`src/rtl/sprite_palette_encoder_pkg.sv`:
```
// sprite_palette_encoder_pkg: shared types and constants for the RGB-to-palette-index encoder.
package sprite_palette_encoder_pkg;
    localparam int PAL_DEPTH = 16;
    localparam int CH_W = 4;
    typedef logic [3*CH_W-1:0] rgb_t;
    typedef logic [$clog2(PAL_DEPTH)-1:0] pal_idx_t;
    typedef logic [5:0] dist_t;
    typedef enum logic [1:0] {IDLE, SEARCH, DONE} enc_state_t;
endpackage

```
`src/rtl/sprite_palette_encoder_distance.sv`:
```
// rgb_l1_distance: combinational Manhattan distance between two {r,g,b} colours.
module rgb_l1_distance
    import sprite_palette_encoder_pkg::*;
(
    input  rgb_t  a,
    input  rgb_t  b,
    output dist_t d
);
    logic [CH_W-1:0] dr, dg, db;
    always_comb begin
        dr = (a[11:8] > b[11:8]) ? a[11:8] - b[11:8] : b[11:8] - a[11:8];
        dg = (a[7:4] > b[7:4]) ? a[7:4] - b[7:4] : b[7:4] - a[7:4];
        db = (a[3:0] > b[3:0]) ? a[3:0] - b[3:0] : b[3:0] - a[3:0];
        d = dist_t'(dr) + dist_t'(dg) + dist_t'(db);
    end
endmodule

```
`src/rtl/sprite_palette_encoder.sv`:
```
// sprite_palette_encoder: finds the nearest palette entry to an RGB pixel, one entry per cycle.
module sprite_palette_encoder #(
    parameter int PAL_DEPTH = 16,
    parameter int CH_W = 4
) (
    input  logic                         clk,
    input  logic                         reset,
    input  logic                         pal_we,
    input  logic [$clog2(PAL_DEPTH)-1:0] pal_addr,
    input  logic [3*CH_W-1:0]            pal_data,
    input  logic                         in_valid,
    output logic                         in_ready,
    input  logic [3*CH_W-1:0]            in_rgb,
    output logic                         out_valid,
    input  logic                         out_ready,
    output logic [$clog2(PAL_DEPTH)-1:0] out_index,
    output logic                         out_exact,
    output logic                         busy
);
    import sprite_palette_encoder_pkg::*;
    localparam pal_idx_t LAST = pal_idx_t'(PAL_DEPTH - 1);
    enc_state_t state, state_nxt;
    rgb_t pal [PAL_DEPTH];
    rgb_t pix;
    pal_idx_t k, idx;
    dist_t d, best;
    logic fin;
    rgb_l1_distance u_dist (.a(pix), .b(pal[k]), .d(d));
    always_ff @(posedge clk) begin
        if (reset) state <= IDLE;
        else state <= state_nxt;
    end
    always_comb begin
        state_nxt = state;
        state_nxt = (state == IDLE && in_valid) ? SEARCH :
                    (state == SEARCH && fin) ? DONE :
                    (state == DONE && out_ready) ? IDLE : state;
    end
    // fin marks the last compared entry; DONE follows one cycle later
    always_ff @(posedge clk) begin
        if (reset) begin
            for (int i = 0; i < PAL_DEPTH; i++) pal[i] <= '0;
            pix <= '0;
            k <= '0;
            idx <= '0;
            best <= '1;
            fin <= 1'b0;
        end else begin
            if (pal_we && state == IDLE) pal[pal_addr] <= pal_data;
            if (state == IDLE && in_valid) begin
                pix <= in_rgb;
                k <= '0;
                idx <= '0;
                best <= '1;
                fin <= 1'b0;
            end else if (state == SEARCH && !fin) begin
                if (d < best) begin
                    best <= d;
                    idx <= k;
                end
                if (d == '0 || k == LAST) fin <= 1'b1;
                else k <= k + 1'b1;
            end
        end
    end
    assign in_ready = state == IDLE;
    assign busy = state != IDLE;
    assign out_valid = state == DONE;
    assign out_index = idx;
    assign out_exact = best == '0;
endmodule

```
`config.mk`:
```
export PLATFORM = sky130hd
export DESIGN_NAME = sprite_palette_encoder
export DESIGN_NICKNAME = d
export VERILOG_FILES = /design/src/rtl/sprite_palette_encoder_pkg.sv /design/src/rtl/sprite_palette_encoder_distance.sv /design/src/rtl/sprite_palette_encoder.sv
export SDC_FILE = /design/constraint.sdc
export NUM_CORES = 1
export LEC_CHECK = 0
export CAP_MARGIN = 20
export CELL_PAD_IN_SITES_DETAIL_PLACEMENT = 1
export CELL_PAD_IN_SITES_GLOBAL_PLACEMENT = 1
export CORE_ASPECT_RATIO = 1.25
export CORE_MARGIN = 1.5
export CORE_UTILIZATION = 56
export CTS_CLUSTER_DIAMETER = 80
export DETAILED_ROUTE_END_ITERATION = 10
export GPL_ROUTABILITY_DRIVEN = 0
export PLACE_DENSITY_LB_ADDON = 0.12
export SLEW_MARGIN = 10
export SYNTH_ARGS = -nofsm -noshare
export SYNTH_HDL_FRONTEND = slang
export SYNTH_SLANG_ARGS = --single-unit
```
`constraint.sdc`:
```
create_clock -name clk -period 12.4 [get_ports clk]
set_input_delay 1.24 -clock clk [delete_from_list [all_inputs] [get_ports clk]]
set_output_delay 1.24 -clock clk [all_outputs]
set_load 0.05 [all_outputs]
```
==> key figures, run 1 <==
Floorplan
  • DIE AREA: approximately 21000 um2
  • Initial Util: 57.3%
  • Die extent in x: 129 um
  • Std-Cell Core Area: 19500 um2
  • IO Count: 41
  • Die Y: approximately 160 um
  • Core Rows: 57

Clock tree
  • Hold Buf Count CTS: 0
  • # clock sinks: 225
  • Clk slew on worst S/H paths: 0.06 ns
  • Clock buffer count from CTS: 23
  • Bufs on Longest Clock Path: 3
  • Root buffer cell: clkbuf_16
  • Number of H-tree levels: 1
  • Skew-Pair Late Insertion Delay: between 0.5 and 0.6 ns
  • CTS resizes: 0
  • TritonCTS clock tree: done
  • Postcts setup bufs: 0

GRT
  • Gr ovfl total: 0
  • Largest net degree at the start of global routing: 49
  • Vias in the first global route: around 7300
  • First-pass GRT wire length: 43800 um
  • GRT Util Overall: 28.9%
  • Initial antenna violation count: 0

Setup path
  • CP startpoint kind: flip-flop
  • Critical path type: reg -> reg
  • WP data arrival: 7.30 ns
  • Crit. End Element: flip-flop
  • WP data required: approximately 13 ns
  • Max FO, Critical Path: between 40 and 50

Synthesis
  • Number of flops mapped to enable cells by yosys: 192
  • Post-Synth Adder-Cell Area: 5.34%
  • Main combinational cell family by area after synthesis: simple AND/OR/NAND/NOR gates
  • Complex-gate fraction of the synthesized area: between 3 and 4%
  • Asr flop ratio synth: 0%
  • Post-synthesis simple-gate area fraction: 15.3%
  • Sequential share of the synthesized area: 57.4%
  • Yosys warns: 0
  • Post-synthesis mux area share: between 10% and 20%
  • Synthesized cell area: 11200 um2
  • Top_reg_cell synth: edfxtp_1
  • Synthesized area per cell: 13.9 um2
  • Syn Nets: about 880
  • FF+latch count, synth: 225
  • Post-Syn Instances: 806
  • Xor/xnor share of the synthesized area: less than 1%
  • Synth unique cells: 40

Hold path
  • Hold Path Class: reg -> reg

Drt
  • Drt first-iter violations: 371
  • DRT Wirelength: between 20000 and 30000 um
  • Per-cell routed wire length: between 20 and 30 um
  • Final antenna-violating net count: 0
  • First-pass DRT Iterations: 6
  • Via/cell ratio: 6.01
  • DR vias: 6689
  • Drt drc: 0

Timing
  • Final period util: 56.0%
  • Rel. slew slack: between 30 and 40%
  • F_max: 0.144 GHz
  • Worst slew pin tran: 0.985 ns
  • Slew Viols, Final: 0
  • Fin. Hold Viols: 0
  • Fin Setup TNS: 0 ns
  • WHS: 0.479 ns
  • Crit path time final: 6.95 ns
  • Setup violators final: 0
  • Fin Clk Skew: 0.0172 ns
  • RSZ-0062 raised after global routing: false

Layout
  • FILL cells: 1885
  • Layout cells sized above 1: 15.4%
  • Diodes inserted: 0
  • Area delta synth->final: 11.8%
  • Reg area: 6430 um2
  • Fin nets: 909
  • Multi-input logic area: 4390 um2
  • Non-Filler Instances: roughly 1100

Power
  • Leakage power: ~0.0048 uW
  • Total power: 1990 uW
  • Pwr dens: 159 nW/um2
  • Maximum vdd ir drop: 0.000129 V

Flow run
  • MaxCap Viol Count: 0

Place
  • I/O Buffers: 40
  • DP Cell Count: 1073
  • HPWL after detailed placement: ~19000 um

Run status
  • Status: finished clean
## cells by family (layout without fill, tap and decap cells)
group | count (synthesis) | after routing
XOR/XNOR | 10 | 10
AND/OR/NAND/NOR | 296 | 296
AO/OA/AOI/OAI | 60 | 60
multiplexers | 82 | 82
flip-flops | 225 | 225
adder cells (fa/ha/maj) | 43 | 43
buffers and inverters | 90 | 132
## report_power, final
group	internal [uW]	switching, uW
registers	855	28.7
logic	176	242
clock network	401	291
total	1430	562
## cell type report
cell class / instances / share of cell area, %
clock buffers: 27 / 4.72
well taps: 265 / 2.65
flip-flops and latches: 225 / 51.4
inverters: 41 / 1.23
clock inverters: 13 / 1.11
repair buffers: 51 / 3.86
multi-input cells: 491 / 35.1
## worst max-delay path, cell delays in order (launching register included)
cell,delay [ns]
dfxtp_4,0.98
mux4_2,0.62
mux4_2,0.52
ha_1,0.20
inv_1,0.10
fa_1,0.22
a21o_1,0.12
a21oi_1,0.06
a41oi_1,0.40
mux2_2,0.43
fa_1,0.51
fa_1,0.45
a21o_1,0.19
a21oi_1,0.24
xor2_1,0.16
ha_1,0.34
o2111ai_1,0.11
o2111ai_1,0.52
buf_4,0.29
mux2i_1,0.21
nand2_1,0.07
## worst paths after layout
path / start / endpoint / slack [ns] / cells after the start
max: flip-flop / best[1] / 5.45 / 20
min: pix[2] / pix[2] / 0.48 / 2
max reg2reg: flip-flop / best[1] / 5.45 / 20
min reg2reg: pix[2] / pix[2] / 0.48 / 2
## per-stage QoR
| step | area, um2 | utilization, % | worst slack, ns |
|---|---|---|---|
| floorplan | 11200 | - | 6.65 |
| finish | 12500 | 64.1 | 5.45 |
| detailed placement | 11800 | 60.3 | 5.40 |
| global placement | 11800 | 60.3 | 5.39 |
| global route | 12500 | 64.1 | 5.01 |
| CTS | 12500 | 64.1 | 5.37 |
## routing by layer
layer	part of all wire (%)	global-route usage [%]	up-vias
li1	-	-	2956
met1	38	35.7	3480
met2	53	52.0	193
met3	5.2	3.81	60
met4	3.4	9.95	0
met5	0	0	-
## registers in the layout, indices dropped and copies added (netlist names), named ones only
register   count
best           6
pix           12
pal          192
state          2
k              4
out_index      4
fin            1
## cell usage after synthesis, types with 2 or more instances
cell type  count  area share [%]
mux4_2        52              10
fa_1           8             1.4
o21ai_0        2           0.089
a211o_1        2            0.16
a21oi_1       32             1.4
a31o_2         3            0.23
buf_2          6            0.27
a41oi_1        3            0.23
nor3_1         6            0.27
nand3_1        4            0.18
buf_1          3            0.10
nand4_1        2            0.11
or2_2         17            0.95
dfxtp_1       33             5.9
mux2_2         3            0.30
xor2_1         6            0.47
nor2_1        22            0.74
buf_12         2            0.36
clkbuf_1      37             1.2
mux2i_1       19             1.7
edfxtp_1     192              51
o2111ai_1      2            0.16
and2_1       193              11
ha_1          35             3.9
nand2b_1       5            0.28
mux4_1         8             1.9
nand2_1       38             1.3
nor3_2         2            0.18
nor2b_1        2            0.11
inv_2          9            0.30
xnor2_1        4            0.31
and3_1         2            0.11
a21o_1        14            0.94
inv_1         32             1.1
## layout by cell type, fill, tap and decap left out, types with 5 or more instances in the layout
master,synthesis,routed
a21o_1,14,14
a21oi_1,32,32
and2_1,193,193
buf_4,0,11
clkbuf_16,0,23
clkdlybuf4s50_1,0,40
clkinv_1,0,7
dfxtp_1,33,31
edfxtp_1,192,192
fa_1,8,8
ha_1,35,35
inv_1,32,32
inv_2,9,9
mux2i_1,19,19
mux4_1,8,8
mux4_2,52,52
nand2_1,38,38
nand2b_1,5,5
nor2_1,22,22
nor3_1,6,6
or2_2,17,17
xor2_1,6,6
No activity file was read; power rests on OpenSTA's default activity.
==> run 2: changes to the inputs <==
- CORE_UTILIZATION: 56 -> 52
- clock period: 12.4 -> 6.7 ns (I/O delays scaled with it)
==> key figures, run 2 (synthesis gave the netlist of run 1 again) <==
Run status
  • Status: finished clean (unchanged)

Clock tree
  • Skew-Pair Late Insertion Delay: 0.53 ns (was 0.51 ns)
  • Number of H-tree levels: 1 (unchanged)
  • Hold Buf Count CTS: 0 (unchanged)
  • # clock sinks: 225 (unchanged)
  • Clk slew on worst S/H paths: 0.06 ns (about the same)
  • CTS resizes: 0 (unchanged)
  • Bufs on Longest Clock Path: 3 (unchanged)
  • Postcts setup bufs: 0 (unchanged)
  • Clock buffer count from CTS: 24 (was 23)
  • Root buffer cell: clkbuf_16 (unchanged)
  • TritonCTS clock tree: done (unchanged)

Timing
  • Worst slew pin tran: 0.956 ns (was 0.985 ns)
  • Crit path time final: 6.33 ns (was 6.95 ns)
  • Setup violators final: 0 (unchanged)
  • F_max: 0.158 GHz (was 0.144 GHz)
  • Rel. slew slack: 36.0% (was 34.3%)
  • Final period util: 94.5% (was 56.0%)
  • Fin Setup TNS: 0 ns (unchanged)
  • Fin. Hold Viols: 0 (unchanged)
  • Slew Viols, Final: 0 (unchanged)
  • Fin Clk Skew: 0.0245 ns (was 0.0172 ns)
  • RSZ-0062 raised after global routing: false (unchanged)

GRT
  • Gr ovfl total: 0 (unchanged)
  • GRT Util Overall: 26.0% (was 28.9%)
  • Largest net degree at the start of global routing: 49 (unchanged)
  • First-pass GRT wire length: 43000 um (was 43800 um)
  • Initial antenna violation count: 0 (unchanged)
  • Vias in the first global route: 7209 (was 7287)

Drt
  • First-pass DRT Iterations: 4 (was 6)
  • Via/cell ratio: 5.79 (was 6.01)
  • Drt first-iter violations: 445 (was 371)
  • Final antenna-violating net count: 0 (unchanged)
  • Drt drc: 0 (unchanged)
  • DRT Wirelength: 28000 um (was 28700 um)
  • Per-cell routed wire length: 24.8 um (was 25.8 um)
  • DR vias: 6526 (was 6689)

Floorplan
  • Initial Util: 53.4% (was 57.3%)
  • Die extent in x: 134 um (was 129 um)
  • Std-Cell Core Area: 21000 um2 (was 19500 um2)
  • IO Count: 41 (unchanged)
  • Die Y: 167 um (was 161 um)
  • DIE AREA: 22400 um2 (was 20900 um2)
  • Core Rows: 59 (was 57)

Hold path
  • Hold Path Class: reg -> reg (unchanged)

Setup path
  • CP startpoint kind: flip-flop (unchanged)
  • RR Endpoint: best[5] (was best[1])
  • WP data arrival: 6.72 ns (was 7.30 ns)
  • WP data required: 7.10 ns (was 12.75 ns)
  • R2R depth: 19 (was 20)
  • Critical path type: reg -> reg (unchanged)
  • CP Capture Point: best[5] (was best[1])
  • Crit. End Element: flip-flop (unchanged)
  • R2R Setup Slk: 0.37 ns (was 5.45 ns)
  • Max FO, Critical Path: 18 (was 48)

Layout
  • Max reg flops: 192 (unchanged)
  • Diodes inserted: 0 (unchanged)
  • Largest Register: pal (unchanged)
  • Layout cells sized above 1: 16.0% (was 15.4%)
  • Most common cell after layout, fill and taps aside: and2_1 (unchanged)
  • Area delta synth->final: 12.5% (was 11.8%)
  • Most frequent cells in the layout: and2_1, edfxtp_1, mux4_2, clkdlybuf4s50_1, nand2_1 (unchanged)
  • Fin nets: 914 (was 909)
  • FILL cells: 2017 (was 1885)
  • Post-Layout Inst Area: 12600 um2 (was 12500 um2)
  • Largest regs: pal (192), pix (12), best (6) (unchanged)

Place
  • Placed cell area: 11900 um2 (was 11800 um2)
  • I/O Buffers: 40 (unchanged)
  • HPWL after detailed placement: 19300 um (was 19400 um)

Power
  • Pwr dens: 292 nW/um2 (was 159 nW/um2)
  • Total power: 3680 uW (was 1990 uW)
  • Leakage power: 0.00478 uW (was 0.00476 uW)
  • Maximum vdd ir drop: 0.000213 V (was 0.000129 V)

Flow run
  • MaxCap Viol Count: 0 (unchanged)
[run 2: worst min-delay path by stage]
stage,start,to,depth (start not counted)
2_1_floorplan,pix[11],pix[11],2
3_3_place_gp,pix[3],pix[3],2
3_5_place_dp,pix[3],pix[3],2
4_1_cts,pix[11],pix[11],2
5_1_grt,pix[3],pix[3],2
6_report,best[3],best[3],2
[run 2: worst max-delay path: stages (launching register included)]
cell	delay [ns]
dfxtp_4	0.53
buf_12	0.24
mux4_2	0.53
mux4_2	0.53
ha_1	0.40
a21o_1	0.15
a21oi_1	0.06
a41oi_1	0.39
mux2_2	0.43
fa_1	0.53
fa_1	0.45
a21o_1	0.20
a21oi_1	0.25
xor2_1	0.16
ha_1	0.35
o2111ai_1	0.12
o2111ai_1	0.23
buf_4	0.27
nor3_1	0.08
a211o_1	0.28
[run 2: cell type report]
class / instances / area [um2] / share of cell area, %
Inverter: 41 / 154 / 1.22
Sequential cell: 225 / 6430 / 51.1
Tap cell: 274 / 343 / 2.72
Clock buffer: 29 / 641 / 5.09
Multi-Input combinational cell: 491 / 4380 / 34.8
Clock inverter: 13 / 92.6 / 0.735
Timing Repair Buffer: 55 / 551 / 4.37
[run 2: routing by layer]
| metal | wire length, um | part of all wire (%) | up-vias | GRT usage, % |
|---|---|---|---|---|
| met5 | 0 | 0 | - | 0 |
| met4 | 1210 | 4.3 | 0 | 11.1 |
| met3 | 1370 | 4.9 | 51 | 4.02 |
| met2 | 14900 | 53 | 154 | 46.8 |
| met1 | 10500 | 37 | 3361 | 30.8 |
| li1 | - | - | 2960 | - |
[run 2: per-stage QoR]
stage	instances	worst slack [ns]	util [%]	hold WS, ns
after detailed placement	1086	0.433	56.6	0.469
after global routing	1128	0.0330	60.1	0.504
after floorplan	806	0.952	-	0.441
final	1128	0.372	60.1	0.478
after CTS	1128	0.339	60.1	0.484
after global placement	1086	0.620	56.6	0.462
[run 2: power breakdown]
| part | total, uW | internal [uW] | switching (uW) | leakage (uW) |
|---|---|---|---|---|
| sequential | 1620 | 1580 | 34.5 | 0.00225 |
| clock | 1250 | 716 | 532 | 0.000349 |
| combinational | 817 | 335 | 482 | 0.00219 |
==> variant: new RTL, settings of run 1 <==
`PAL_DEPTH` is set to 16 in 2 places; all go to 32.
--- a/src/rtl/sprite_palette_encoder_pkg.sv
+++ b/src/rtl/sprite_palette_encoder_pkg.sv
@@ -2,3 +2,3 @@
 package sprite_palette_encoder_pkg;
-    localparam int PAL_DEPTH = 16;
+    localparam int PAL_DEPTH = 32;
     localparam int CH_W = 4;
--- a/src/rtl/sprite_palette_encoder.sv
+++ b/src/rtl/sprite_palette_encoder.sv
@@ -2,3 +2,3 @@
 module sprite_palette_encoder #(
-    parameter int PAL_DEPTH = 16,
+    parameter int PAL_DEPTH = 32,
     parameter int CH_W = 4
Interface: changed (resized out_index and pal_addr); port bits go from 41 to 43. The function was not compared with the original's and may differ.
==> variant against run 1 <==
- power is 73% higher
- cell area is 78% higher
- sequential power is 85% higher
- sequential cell count is 195 higher
- clock skew is 0.0018 ns higher
- largest power group unchanged
- critical path type unchanged
- critical path depth is 3 higher
- synthesized cell count is 87% higher
- routed wire length is 88% higher
- die area is 79% higher
- maximum frequency is 11% lower
- area after synthesis is 81% higher
- worst setup slack worse by 0.89 ns
- core utilization is 1.3 points lower
==> variant: results (changes against run 1) <==
H-tree Lvls - 2 (+1)
Hold EP - pix[3]$_SDFFE_PP0P_
wl on met1 - 21300 µm (+95%)
Worst-Skew Late Latency - 0.55 ns (+0.04 ns)
reg2reg end - best[0]$_SDFFE_PP1P_
first-pass GRT wire length - 81300 µm (+86%)
most frequent cells after synthesis - and2_1 (386), edfxtp_1 (384), mux2i_1 (118)
Compound-Gate Fraction of Synth Area - 0.0460 (+0.0115)
port bufs - 42 (+5.0%)
Seq. pwr - 1630 µW (+85%)
initial antenna violation count - 2 (+2)
total CTS buffers - 43 (+87%)
met3 usage - 0.0444 (+0.00631)
WHS - 0.494 ns (+0.0144 ns)
post-route insts no fill - 2015 (+81%)
Mean Syn Cell Area - 13.4 µm² (-3.4%)
static leakage - 0.00810 µW (+70%)
post-synthesis adder-cell area fraction - 0.0301 (-0.0233)
final net count - 1587 (+75%)
post-place instance area - 21000 µm² (+78%)
TritonRoute pass-1 iters - 5 (-1)
GRT Overall Usage - 0.293 (+0.00428)
met3 wire len - 3230 µm (+120%)
Hold Path Origin - pix[3]$_SDFFE_PP0P_
clock group total power - 1230 µW (+78%)
Worst VDD drop - 111 µV (-14%)
XOR/XNOR Fraction of Synth Area - 0.00432 (-0.00350)
Post-DP HPWL - 34400 µm (+77%)
Critical Path Fanout Max - 57 (+19%)
final wirelength - 53900 µm (+88%)
met1 Usage GRT - 0.376 (+0.0199)
vias in the first global route - 13000 (+79%)
mux contribution to synthesized area - 0.114 (-0.0291)
dpl ws - 4.57 ns (-0.829 ns)
largest net degree at the start of global routing - 58 (+18%)
met2 Use GR - 0.500 (-0.0199)
width of the die - 173 µm (+34%)
Post-synth EDFFs - 384 (+100%)
sequential share of the synthesized area - 0.604 (+0.0301)
share of cells above drive strength 1 - 0.111 (-0.0435)
metal2 WL - 27200 µm (+78%)
number of max-cap violations - 0 (unchanged)
P_comb - 602 µW (+44%)
outcome - finished, final reports clean
clk_skew - 0.0191 ns (+0.00184 ns)
depth of the worst register-to-register path - 23 (+15%)
switching pwr - 931 µW (+66%)
total number of vias - 12200 (+82%)
Detailed Route Iter0 Violations - 1006 (+170%)
Worst EP arrival - 8.26 ns (+0.96 ns)
worst slew pin tran - 1.13 ns (+0.146 ns)
## variant: cell types whose count changed in the layout (fill, tap and decap cells not counted), moves of 12 or more
| cell | run 1 | this run |
|---|---|---|
| nor2_1 | 22 | 48 |
| buf_4 | 11 | 28 |
| or2_2 | 17 | 32 |
| clkbuf_16 | 23 | 44 |
| edfxtp_1 | 192 | 384 |
| nand3_1 | 4 | 28 |
| and2_1 | 193 | 386 |
| mux2i_1 | 19 | 118 |
| and4_1 | 0 | 12 |
| a22oi_1 | 0 | 72 |
## variant: cell type report
| cell class | count | area [µm²] |
|---|---|---|
| clock buffer | 54 | 1140 |
| fill | 3341 | 13300 |
| timing repair buffer | 71 | 631 |
| multi-input combinational | 939 | 7390 |
| clock inverter | 23 | 165 |
| tap | 474 | 593 |
| inverter | 34 | 128 |
| sequential | 420 | 12300 |
## variant: how the worst max path moves through the flow
| stage | start | endpoint | slack (ns) |
|---|---|---|---|
| floorplan | flop | best[2]$_SDFFE_PP1P_ | 6.49 |
| global placement | flop | best[0]$_SDFFE_PP1P_ | 4.73 |
| detailed placement | flop | best[0]$_SDFFE_PP1P_ | 4.57 |
| CTS | flop | best[0]$_SDFFE_PP1P_ | 4.57 |
| global route | flop | best[0]$_SDFFE_PP1P_ | 4.16 |
| finish | flop | best[0]$_SDFFE_PP1P_ | 4.56 |
## variant: logic make-up (layout without fill, tap and decap cells)
family | Yosys count | in the layout
AO/OA/AOI/OAI | 132 | 132
XOR/XNOR | 10 | 10
adder cells (fa/ha/maj) | 44 | 44
buffers and inverters | 152 | 182
flip-flops | 420 | 420
multiplexers | 169 | 169
AND/OR/NAND/NOR | 584 | 584
